**config.mk**
```make
export PLATFORM = sky130hd
export DESIGN_NAME = phy_rx_serial_paralelo
export DESIGN_NICKNAME = d
export VERILOG_FILES = /design/src/rtl/phy_rx_serial_paralelo.sv
export SDC_FILE = /design/constraint.sdc
export NUM_CORES = 1
export LEC_CHECK = 0
export CORE_UTILIZATION = 45
export CTS_CLUSTER_SIZE = 16
export DETAILED_ROUTE_END_ITERATION = 6
export GPL_TIMING_DRIVEN = 0
export PLACE_DENSITY = 0.78
export SLEW_MARGIN = 30
export SYNTH_ARGS = -nofsm -noshare
export SYNTH_HDL_FRONTEND = slang
export SYNTH_SLANG_ARGS = --single-unit
export TNS_END_PERCENT = 30
```
**constraint.sdc**
```tcl
create_clock -name clk_32f -period 2.4 [get_ports clk_32f]
set_clock_uncertainty 0.2 [all_clocks]
set_input_delay 0.48 -clock clk_32f [delete_from_list [all_inputs] [get_ports clk_32f]]
set_output_delay 0.48 -clock clk_32f [all_outputs]
set_load 0.005 [all_outputs]
```
**src/rtl/phy_rx_serial_paralelo.sv**
```systemverilog
// Receive-side serial-to-parallel converter for one PHY lane.
// Finds the COM symbol at any bit offset, locks byte alignment, then
// emits each byte with a valid flag (COM bytes are idle fill).
//
// Ports:
//   clk_32f     in   bit clock, rising edge
//   reset_L     in   asynchronous active-low reset
//   data_in     in   serial bit stream, MSB first
//   data_out    out  [7:0] last completed non-idle byte after lock
//   valid_out   out  data_out holds a data byte (not COM)
//   byte_strobe out  one-cycle pulse per byte boundary while locked
//   active      out  byte alignment locked
module phy_rx_serial_paralelo #(
    parameter logic [7:0] COM       = 8'hBC,
    parameter int         COM_COUNT = 4
) (
    input  logic       clk_32f,
    input  logic       reset_L,
    input  logic       data_in,
    output logic [7:0] data_out,
    output logic       valid_out,
    output logic       byte_strobe,
    output logic       active
);

    typedef enum logic [1:0] {
        SEARCH = 2'd0,
        ALIGN  = 2'd1,
        ACTIVE = 2'd2
    } state_t;

    localparam logic [3:0] COM_TARGET = COM_COUNT[3:0];

    state_t     state;
    logic [7:0] sr;
    logic [2:0] bit_cnt;
    logic [3:0] com_cnt;
    logic [7:0] w;

    // Candidate word includes the bit on the line this cycle, so a
    // byte is judged on the same edge its last bit is sampled.
    assign w = {sr[6:0], data_in};

    always_ff @(posedge clk_32f or negedge reset_L) begin
        if (!reset_L) begin
            state       <= SEARCH;
            sr          <= 8'h00;
            bit_cnt     <= 3'd0;
            com_cnt     <= 4'd0;
            data_out    <= 8'h00;
            valid_out   <= 1'b0;
            byte_strobe <= 1'b0;
            active      <= 1'b0;
        end else begin
            sr <= w;
            unique case (state)
                SEARCH: begin
                    byte_strobe <= 1'b0;
                    bit_cnt     <= 3'd0;
                    com_cnt     <= 4'd0;
                    if (w == COM) begin
                        if (COM_COUNT == 1) begin
                            state  <= ACTIVE;
                            active <= 1'b1;
                        end else begin
                            state   <= ALIGN;
                            com_cnt <= 4'd1;
                        end
                    end
                end
                ALIGN: begin
                    byte_strobe <= 1'b0;
                    bit_cnt     <= bit_cnt + 3'd1;
                    // Only byte-boundary words count toward lock.
                    if (bit_cnt == 3'd7) begin
                        if (w == COM) begin
                            if (com_cnt + 4'd1 == COM_TARGET) begin
                                state   <= ACTIVE;
                                active  <= 1'b1;
                                com_cnt <= 4'd0;
                            end else begin
                                com_cnt <= com_cnt + 4'd1;
                            end
                        end else begin
                            state   <= SEARCH;
                            com_cnt <= 4'd0;
                            bit_cnt <= 3'd0;
                        end
                    end
                end
                ACTIVE: begin
                    bit_cnt <= bit_cnt + 3'd1;
                    if (bit_cnt == 3'd7) begin
                        byte_strobe <= 1'b1;
                        if (w != COM) begin
                            data_out  <= w;
                            valid_out <= 1'b1;
                        end else begin
                            valid_out <= 1'b0;
                        end
                    end else begin
                        byte_strobe <= 1'b0;
                    end
                end
                default: begin
                    state       <= SEARCH;
                    bit_cnt     <= 3'd0;
                    com_cnt     <= 4'd0;
                    byte_strobe <= 1'b0;
                    active      <= 1'b0;
                end
            endcase
        end
    end

endmodule

```
# Yosys cells after proc, flatten, opt, wreduce, memory -nomap -nowiden
# Cells that the tools add are included.
# Widths: inputs -> output; s select.
[word_totals] regBits=27 inputBits=3 word_cells=50
[op_classes] n_mux=20 eq_ne=11 n_reduce_logical=7 n_bitwise=2 n_addsub=2
[ops] op="$mux 4" count=3
[ops] op="$pmux 4 s3" count=1
[ops] op="$eq 8x8->1 const B" count=1
[ops] op="$mux 2" count=4
[ops] op="$ne 2x2->1 const B" count=4
[ops] op="$ne 8x8->1 const B" count=1
[ops] op="$reduce_and 4->1" count=2
[ops] op="$mux 1" count=7
[ops] op="$mux 3" count=2
[ops] op="$pmux 2 s3" count=1
[ops] op="$pmux 3 s2" count=1
[ops] op="$add 4x1->4 const B" count=1
[ops] op="$eq 4x3->1 const B" count=1
[ops] op="$reduce_and 2->1" count=2
[ops] op="$add 3x1->3 const B" count=1
[ops] op="$eq 3x3->1 const B" count=1
[ops] op="$ne 3x3->1 const B" count=1
[ops] op="$reduce_and 3->1" count=1
[ops] op="$eq 2x1->1 const B" count=1
[ops] op="$eq 2x2->1 const B" count=1
[ops] op="$logic_not 2->1" count=1
[ops] op="$not 1->1" count=2
[ops] op="$pmux 1 s2" count=1
[ops] op="$reduce_or 2->1" count=1

# Logic depth before layout (Yosys ltp)
# Gate-level depths: netlist (run 1).
[depth] word_depth=6 depth_mapped=6 ltp_nobuf=6

# Worst setup path after synthesis (run 1)
# Ideal clock, no wire load.
[synth_path] path_type="register -> register" startpoint="register state[1]" endpoint="register state[0]" n_path_buf=0 t_arrival_ns=1.702 period_less_slack_ns=1.982 stages_incl_launch_ff=7 required_ns=2.120 path_slack_ns=0.418 cell_sequence="dfrtp_1 > inv_1 > ha_1 > inv_2 > or4_4 > or2_4 > o211ai_2"
[synth_between] elab_chain_cells=3 word_cells_on_any_way=9 cone_classes="5 x eq/ne; 1 x mux; 1 x bitwise; 2 x reduce/logical"
[synth_lines] element="start: declaration" line_no="34" rtl="state_t state;"
[synth_lines] element="start signal: assignment" line_no="46" rtl="state <= SEARCH;"
[synth_lines] element="start signal: assignment" line_no="63" rtl="state <= ACTIVE;"
[synth_lines] element="start signal: assignment" line_no="66" rtl="state <= ALIGN;"
[synth_lines] element="$eq 2x1->1, or another cell as far along" line_no="56" rtl="unique case (state)"
[synth_lines] element="$ne 3x3->1 (no source line), or another cell as far along"
[synth_lines] element="$reduce_and 4->1 (no source line)"
# Parallel ways exist; a longest one is shown, timed or not.
# A chain may end at the register's enable or synchronous reset.

# Worst setup path in the final report (run 1)
[layout_path] startpoint="input port data_in" endpoint="register data_out[5]"
[layout_between] elab_chain_cells=2
[layout_lines] element="start: declaration" line_no="19" rtl="input logic data_in,"
[layout_lines] element="$ne 8x8->1" line_no="95" rtl="if (w != COM) begin"
[layout_lines] element="$reduce_and 3->1 (no source line)"
[layout_lines] element="end signal: assignment" line_no="96" rtl="data_out <= w;"
[layout_lines] element="end: declaration" line_no="20" rtl="output logic [7:0] data_out,"
# Every way passes these cells.

==> results of run 1 <==
-- report_power, final --
group	total, mW	internal (mW)	switching (mW)	leakage (nW)
clock	0.191	0.0634	0.127	0.0139
sequential	0.474	0.466	0.00833	0.356
combinational	0.0816	0.0263	0.0553	0.295
-- registers in the layout (all words and copies together) (netlist names) --
register and cells:
data_out 8, sr 7, bit_cnt 3, state 2, com_cnt 4, byte_strobe 1
active 1, valid_out 1
-- cells in the mapped netlist, types with 2 or more instances --
cell type / instances / share of area
mux2_2: 7 / 0.066
o21ai_0: 2 / 0.0084
or3_1: 2 / 0.011
a21oi_1: 6 / 0.025
and3b_1: 2 / 0.015
ha_1: 7 / 0.074
nand2_1: 7 / 0.022
dfrtp_1: 27 / 0.57
inv_1: 5 / 0.016
nand3b_1: 2 / 0.013
nor2_1: 2 / 0.0063
-- per-layer routing --
| metal | vias up | track usage | share of wire |
|---|---|---|---|
| li1 | 378 | - | - |
| met1 | 405 | 0.2257 | 0.48 |
| met3 | 0 | 0.01724 | 0.023 |
| met4 | 0 | 0.02632 | 0 |
| met2 | 15 | 0.2813 | 0.50 |
| met5 | - | 0 | 0 |
-- area by class of cell --
class | instances | area, sq um | area share
Buffer | 1 | 3.754 | 0.002695
Clock buffer | 3 | 22.52 | 0.01617
Clock inverter | 1 | 7.507 | 0.005391
Inverter | 6 | 22.52 | 0.01617
Multi-Input combinational cell | 61 | 488.0 | 0.3504
Sequential cell | 27 | 675.6 | 0.4852
Tap cell | 30 | 37.54 | 0.02695
Timing Repair Buffer | 14 | 135.1 | 0.09704
-- timing repair --
action / in CTS / in global routing
endpoints found under the hold margin: 27 / 0
setup buffers: 0 / 0
endpoints found under the setup margin: 0 / 0
hold buffers: 1 / 0
gates resized for setup: 0 / 0
-- critical path, delay by kind of cell --
kind                   cells  cell delay, ns
AND/OR/NAND/NOR            3            0.78
buffers and inverters      2            0.60
multiplexers               1            0.35
-- metrics by stage --
stage	setup WS, ns	hold WS (ns)	utilization	TNS (ns)
final	0.1881	0.2131	0.5621	0
after global routing	0.07903	0.2172	0.5621	0
after CTS	0.1798	0.2074	0.5621	0
after detailed placement	-0.1658	0.1865	0.5460	-1.150
after global placement	-0.1271	0.1858	0.5480	-0.8837
after floorplan	0.4175	-0.01559	-	0
-- logic make-up after synthesis --
| kind of cell | Yosys count | synth area share |
|---|---|---|
| AO/OA/AOI/OAI | 21 | 0.1357 |
| AND/OR/NAND/NOR | 26 | 0.1346 |
| buffers and inverters | 7 | 0.02208 |
| adder cells (fa/ha/maj) | 7 | 0.07360 |
| flip-flops | 27 | 0.5678 |
| multiplexers | 7 | 0.06625 |
-- how the worst min path moves through the flow --
stage | from | endpoint | slack [ns] | cells past startpoint
floorplan | reset_L | active | -0.02 | 0
global placement | sr[5] | sr[6] | 0.19 | 0
detailed placement | sr[0] | sr[1] | 0.19 | 0
CTS | sr[4] | sr[5] | 0.21 | 0
global route | sr[4] | sr[5] | 0.22 | 0
finish | sr[4] | sr[5] | 0.21 | 0
==> qor.yml, run 1 <==
clocking:
  cts.htree.levels: 1
  tritoncts: "built"
  clk_latency_ns: 0.31
  cts_sinks: 27
  clockBufferDepth: 2
  cts_inserted_buffers: 3
  clk_pin_slew_ns: 0.15
  root_buffer: "clkbuf_4"
synth:
  syn_area_sq_um: 1190
  synth_warnings: 0
  synth-edff-count: 0
  postSynthCellCount: 95
  ys_seq_area_frac: 0.5678
  ys.flop_type: "dfrtp_1"
  syn_area_per_cell_sq_um: 12.53
  ys_ff_latch: 27
  synth_nets: 105
  ys_types: 37
  ys_async_sr_fraction: 1.000
worst_setup_path:
  worstReg2RegStart: "state[1]"
  cpMaxStageDelayCell: "clkdlybuf4s50_1"
  crit_path_end_kind: "register"
  cp.required_ns: 2.41
  criticalPathCategory: "input port to register"
  slowest_delay_ns: 0.43
  worstPathCellList: "clkdlybuf4s50_1 > or2_1 > or3_1 > clkbuf_1 > nand2_2 > mux2_2"
  endpoint: "data_out[5]"
  ff2ff_setup_slack_ns: 0.24
  start_kind: "input port"
  reg2regPathDepth: 6
  arrival_ns: 2.22
  crit_path_start: "data_in"
  r2r-end: "com_cnt[1]"
  path_max_fanout: 8
timing:
  hold_viol: 0
  worst_pin_slew_ns: 0.5958
  drv_slew: 0
  finalCritPeriodShare: 0.9216
  finalSetupViolCount: 0
  fmax_mhz: 452.1
  grt_setup_unrepaired: "false"
  slew_headroom: 0.6028
  min_period_ns: 2.212
finish:
  fill_cells: 217
  fin_nets: 124
  fin_area_sq_um: 1393
  layoutNonFillerInstCount: 143
  layout-drive-gt1-share: 0.1858
  insertedDiodeCount: 0
  final_cell_mix: "27 x dfrtp_1, 12 x clkdlybuf4s50_1, 7 x nand2_1, 7 x mux2_2, 7 x ha_1"
  mostFrequentLayoutCell: "dfrtp_1"
  area_delta_synth_final_pct: 17.04
drt:
  ant_nets: 0
  vias: 798
  dr.first_iter.drc_count: 13
  drt_first_pass_iters: 4
  drcViolationCount: 0
  wl_per_cell_um: 13.93
  wl_um: 1992
  vias_per_cell: 5.580
placed_design:
  place.gp.congestion: 0.7940
  place_hpwl_um: 1446
  place_inst: 138
  placed_cell_area_sq_um: 1353
  io_buffers: 13
power:
  ir_drop_uv: 548.3
  total_power_mw: 0.7465
  p_leak_nw: 0.6650
  powerDensity_nw_per_um2: 536.1
global_routing:
  grt_pass1_wl_um: 3456
  grt_usage: 0.1643
  overflow: 0
  grt_antenna_before_repair: 0
  grt_max_degree: 28
  grt_pass1_vias: 777
die:
  core_sq_um: 2477
  die_w_um: 53.42
  die_height_um: 53.42
  rows: 18
  die-area_sq_um: 2854
  pin_count: 14
  initial_core_util: 0.4803
hold_path:
  hold_path_class: "register to register"
status:
  status: "completed"
run:
  cap_violations: 0
No activity file was read; power rests on OpenSTA's default activity.
==> run 2, diff against run 1 <==
- clock period: 2.4 -> 2.1 ns (I/O delays scaled with it)
==> run 2 against run 1 <==
Net effect:
- core utilization is 1.8 points higher
- combinational power is 29% higher
- critical path depth is 1 lower
- wire length is 3.3% higher
- sequential share of layout area is 1.3 points lower
- via count is 0.75% lower
- flip-flop and latch count stayed put
- highest routed layer unchanged
- design area is 3.2% higher
- count of clock-buffer cells in the layout stayed put
- critical path type unchanged
- largest cell class unchanged
- setup slack worse by 0.11 ns
- critical endpoint is now com_cnt[1]
==> qor.yml, run 2 (same netlist as run 1, synthesis figures left out) <==
drt:
  drcViolationCount: 0
  wl_per_cell_um: 14.49
  vias: 792
  drt_first_pass_iters: 4
  vias_per_cell: 5.577
  wl_um: 2058
  ant_nets: 0
  dr.first_iter.drc_count: 10
clocking:
  root_buffer: "clkbuf_4"
  clockBufferDepth: 2
  clk_latency_ns: 0.31
  cts_inserted_buffers: 3
  cts_sinks: 27
  clk_pin_slew_ns: 0.15
  tritoncts: "built"
  cts.htree.levels: 1
die:
  rows: 18
  die_height_um: 53.42
  die_w_um: 53.42
  initial_core_util: 0.4803
  die-area_sq_um: 2854
  pin_count: 14
  core_sq_um: 2477
power:
  powerDensity_nw_per_um2: 602.9
  ir_drop_uv: 628.8
  total_power_mw: 0.8668
  p_leak_nw: 0.6701
finish:
  largest_reg_flops: 8
  mostFrequentLayoutCell: "dfrtp_1"
  final_cell_mix: "25 x dfrtp_1, 12 x clkdlybuf4s50_1, 7 x nand2_1, 7 x mux2_2, 6 x ha_1"
  layout-drive-gt1-share: 0.2589
  fill_cells: 212
  area_delta_synth_final_pct: 20.82
  fin_nets: 123
  largest_registers: "data_out: 8 flops, sr: 7 flops, com_cnt: 4 flops"
  insertedDiodeCount: 0
  top_register: "data_out"
worst_setup_path:
  arrival_ns: 2.07
  crit_path_end_kind: "register"
  reg2regPathDepth: 6
  endpoint: "com_cnt[1]"
  r2r-end: "com_cnt[1]"
  cpMaxStageDelayCell: "or4_4"
  path_buf_inv: 1
  worstPathCellList: "clkdlybuf4s50_1 > or2_1 > or4_4 > or2_4 > o21ai_2"
  ff2ff_setup_slack_ns: 0.09
  cp.depth: 5
  cp.required_ns: 2.15
  worstReg2RegStart: "state[1]"
  start_kind: "input port"
  criticalPathCategory: "input port to register"
  slowest_delay_ns: 0.53
  crit_family: "simple AND/OR/NAND/NOR gates"
  path_max_fanout: 5
  crit_path_start: "data_in"
run:
  cap_violations: 0
status:
  status: "completed"
timing:
  fmax_mhz: 494.9
  min_period_ns: 2.020
  slew_headroom: 0.5999
  grt_setup_unrepaired: "true"
  finalCritPeriodShare: 0.9621
  worst_pin_slew_ns: 0.6002
  finalSetupViolCount: 0
  finalSetupTns_ns: 0
  drv_slew: 0
  hold_viol: 0
global_routing:
  grt_usage: 0.1631
  grt_antenna_before_repair: 0
  overflow: 0
  grt_max_degree: 28
  grt_pass1_wl_um: 3429
  grt_pass1_vias: 773
hold_path:
  hold_path_class: "register to register"
placed_design:
  place.gp.congestion: 0.7940
  place_hpwl_um: 1446
  io_buffers: 13
run 2: repair_timing:
action,in CTS,in global routing
gates resized for setup,2,9
pin swaps,1,0
buffers inserted,0,0
hold buffers,1,0
endpoints found under the hold margin,27,0
setup endpoints to repair,10,11
run 2: worst reg2reg max path, stage by stage, from the launching register on:
cell and delay, ns:
dfrtp_1 0.43, inv_2 0.10, ha_4 0.18, inv_2 0.05
or4_4 0.57, or2_4 0.30, o21ai_2 0.14
run 2: power breakdown:
| group | switching, mW | total, mW | internal, mW |
|---|---|---|---|
| sequential | 0.0118 | 0.544 | 0.532 |
| combinational | 0.0682 | 0.105 | 0.0370 |
| clock | 0.145 | 0.218 | 0.0724 |
| total | 0.225 | 0.867 | 0.642 |
run 2: worst min path at each step:
stage | slack (ns) | from | to | depth (start not counted)
3_5_place_dp | 0.19 | sr[0] | sr[1] | 0
5_1_grt | 0.22 | sr[4] | sr[5] | 0
3_3_place_gp | 0.19 | sr[5] | sr[6] | 0
2_1_floorplan | -0.08 | reset_L | active | 0
6_report | 0.21 | sr[4] | sr[5] | 0
4_1_cts | 0.21 | sr[4] | sr[5] | 0
run 2: layout make-up:
type / instances / area [sq um] / area share
clock buffers: 3 / 22.52 / 0.01567
clock inverters: 1 / 7.507 / 0.005222
inverters: 6 / 22.52 / 0.01567
multi-input cells: 61 / 534.3 / 0.3716
flip-flops and latches: 27 / 678.2 / 0.4717
well taps: 30 / 37.54 / 0.02611
repair buffers: 14 / 135.1 / 0.09399
run 2: through the flow:
stage / worst slack (ns) / utilization / std cells / hold slack, ns / instance area, sq um
floorplan: 0.1175 / - / 95 / -0.07559 / 1190
global route: 0.02602 / 0.5803 / 142 / 0.2172 / 1438
global placement: -0.3671 / 0.5480 / 138 / 0.1858 / 1358
detailed placement: -0.4058 / 0.5460 / 138 / 0.1865 / 1353
finish: 0.07958 / 0.5803 / 142 / 0.2137 / 1438
CTS: 0.009928 / 0.5636 / 142 / 0.2074 / 1396
run 2: metal layers:
layer	share of wire	track usage	up-vias
met4	0	0.02632	0
met5	0	0	-
met3	0.021	0.01724	0
li1	-	-	376
met2	0.49	0.2813	13
met1	0.49	0.2220	403
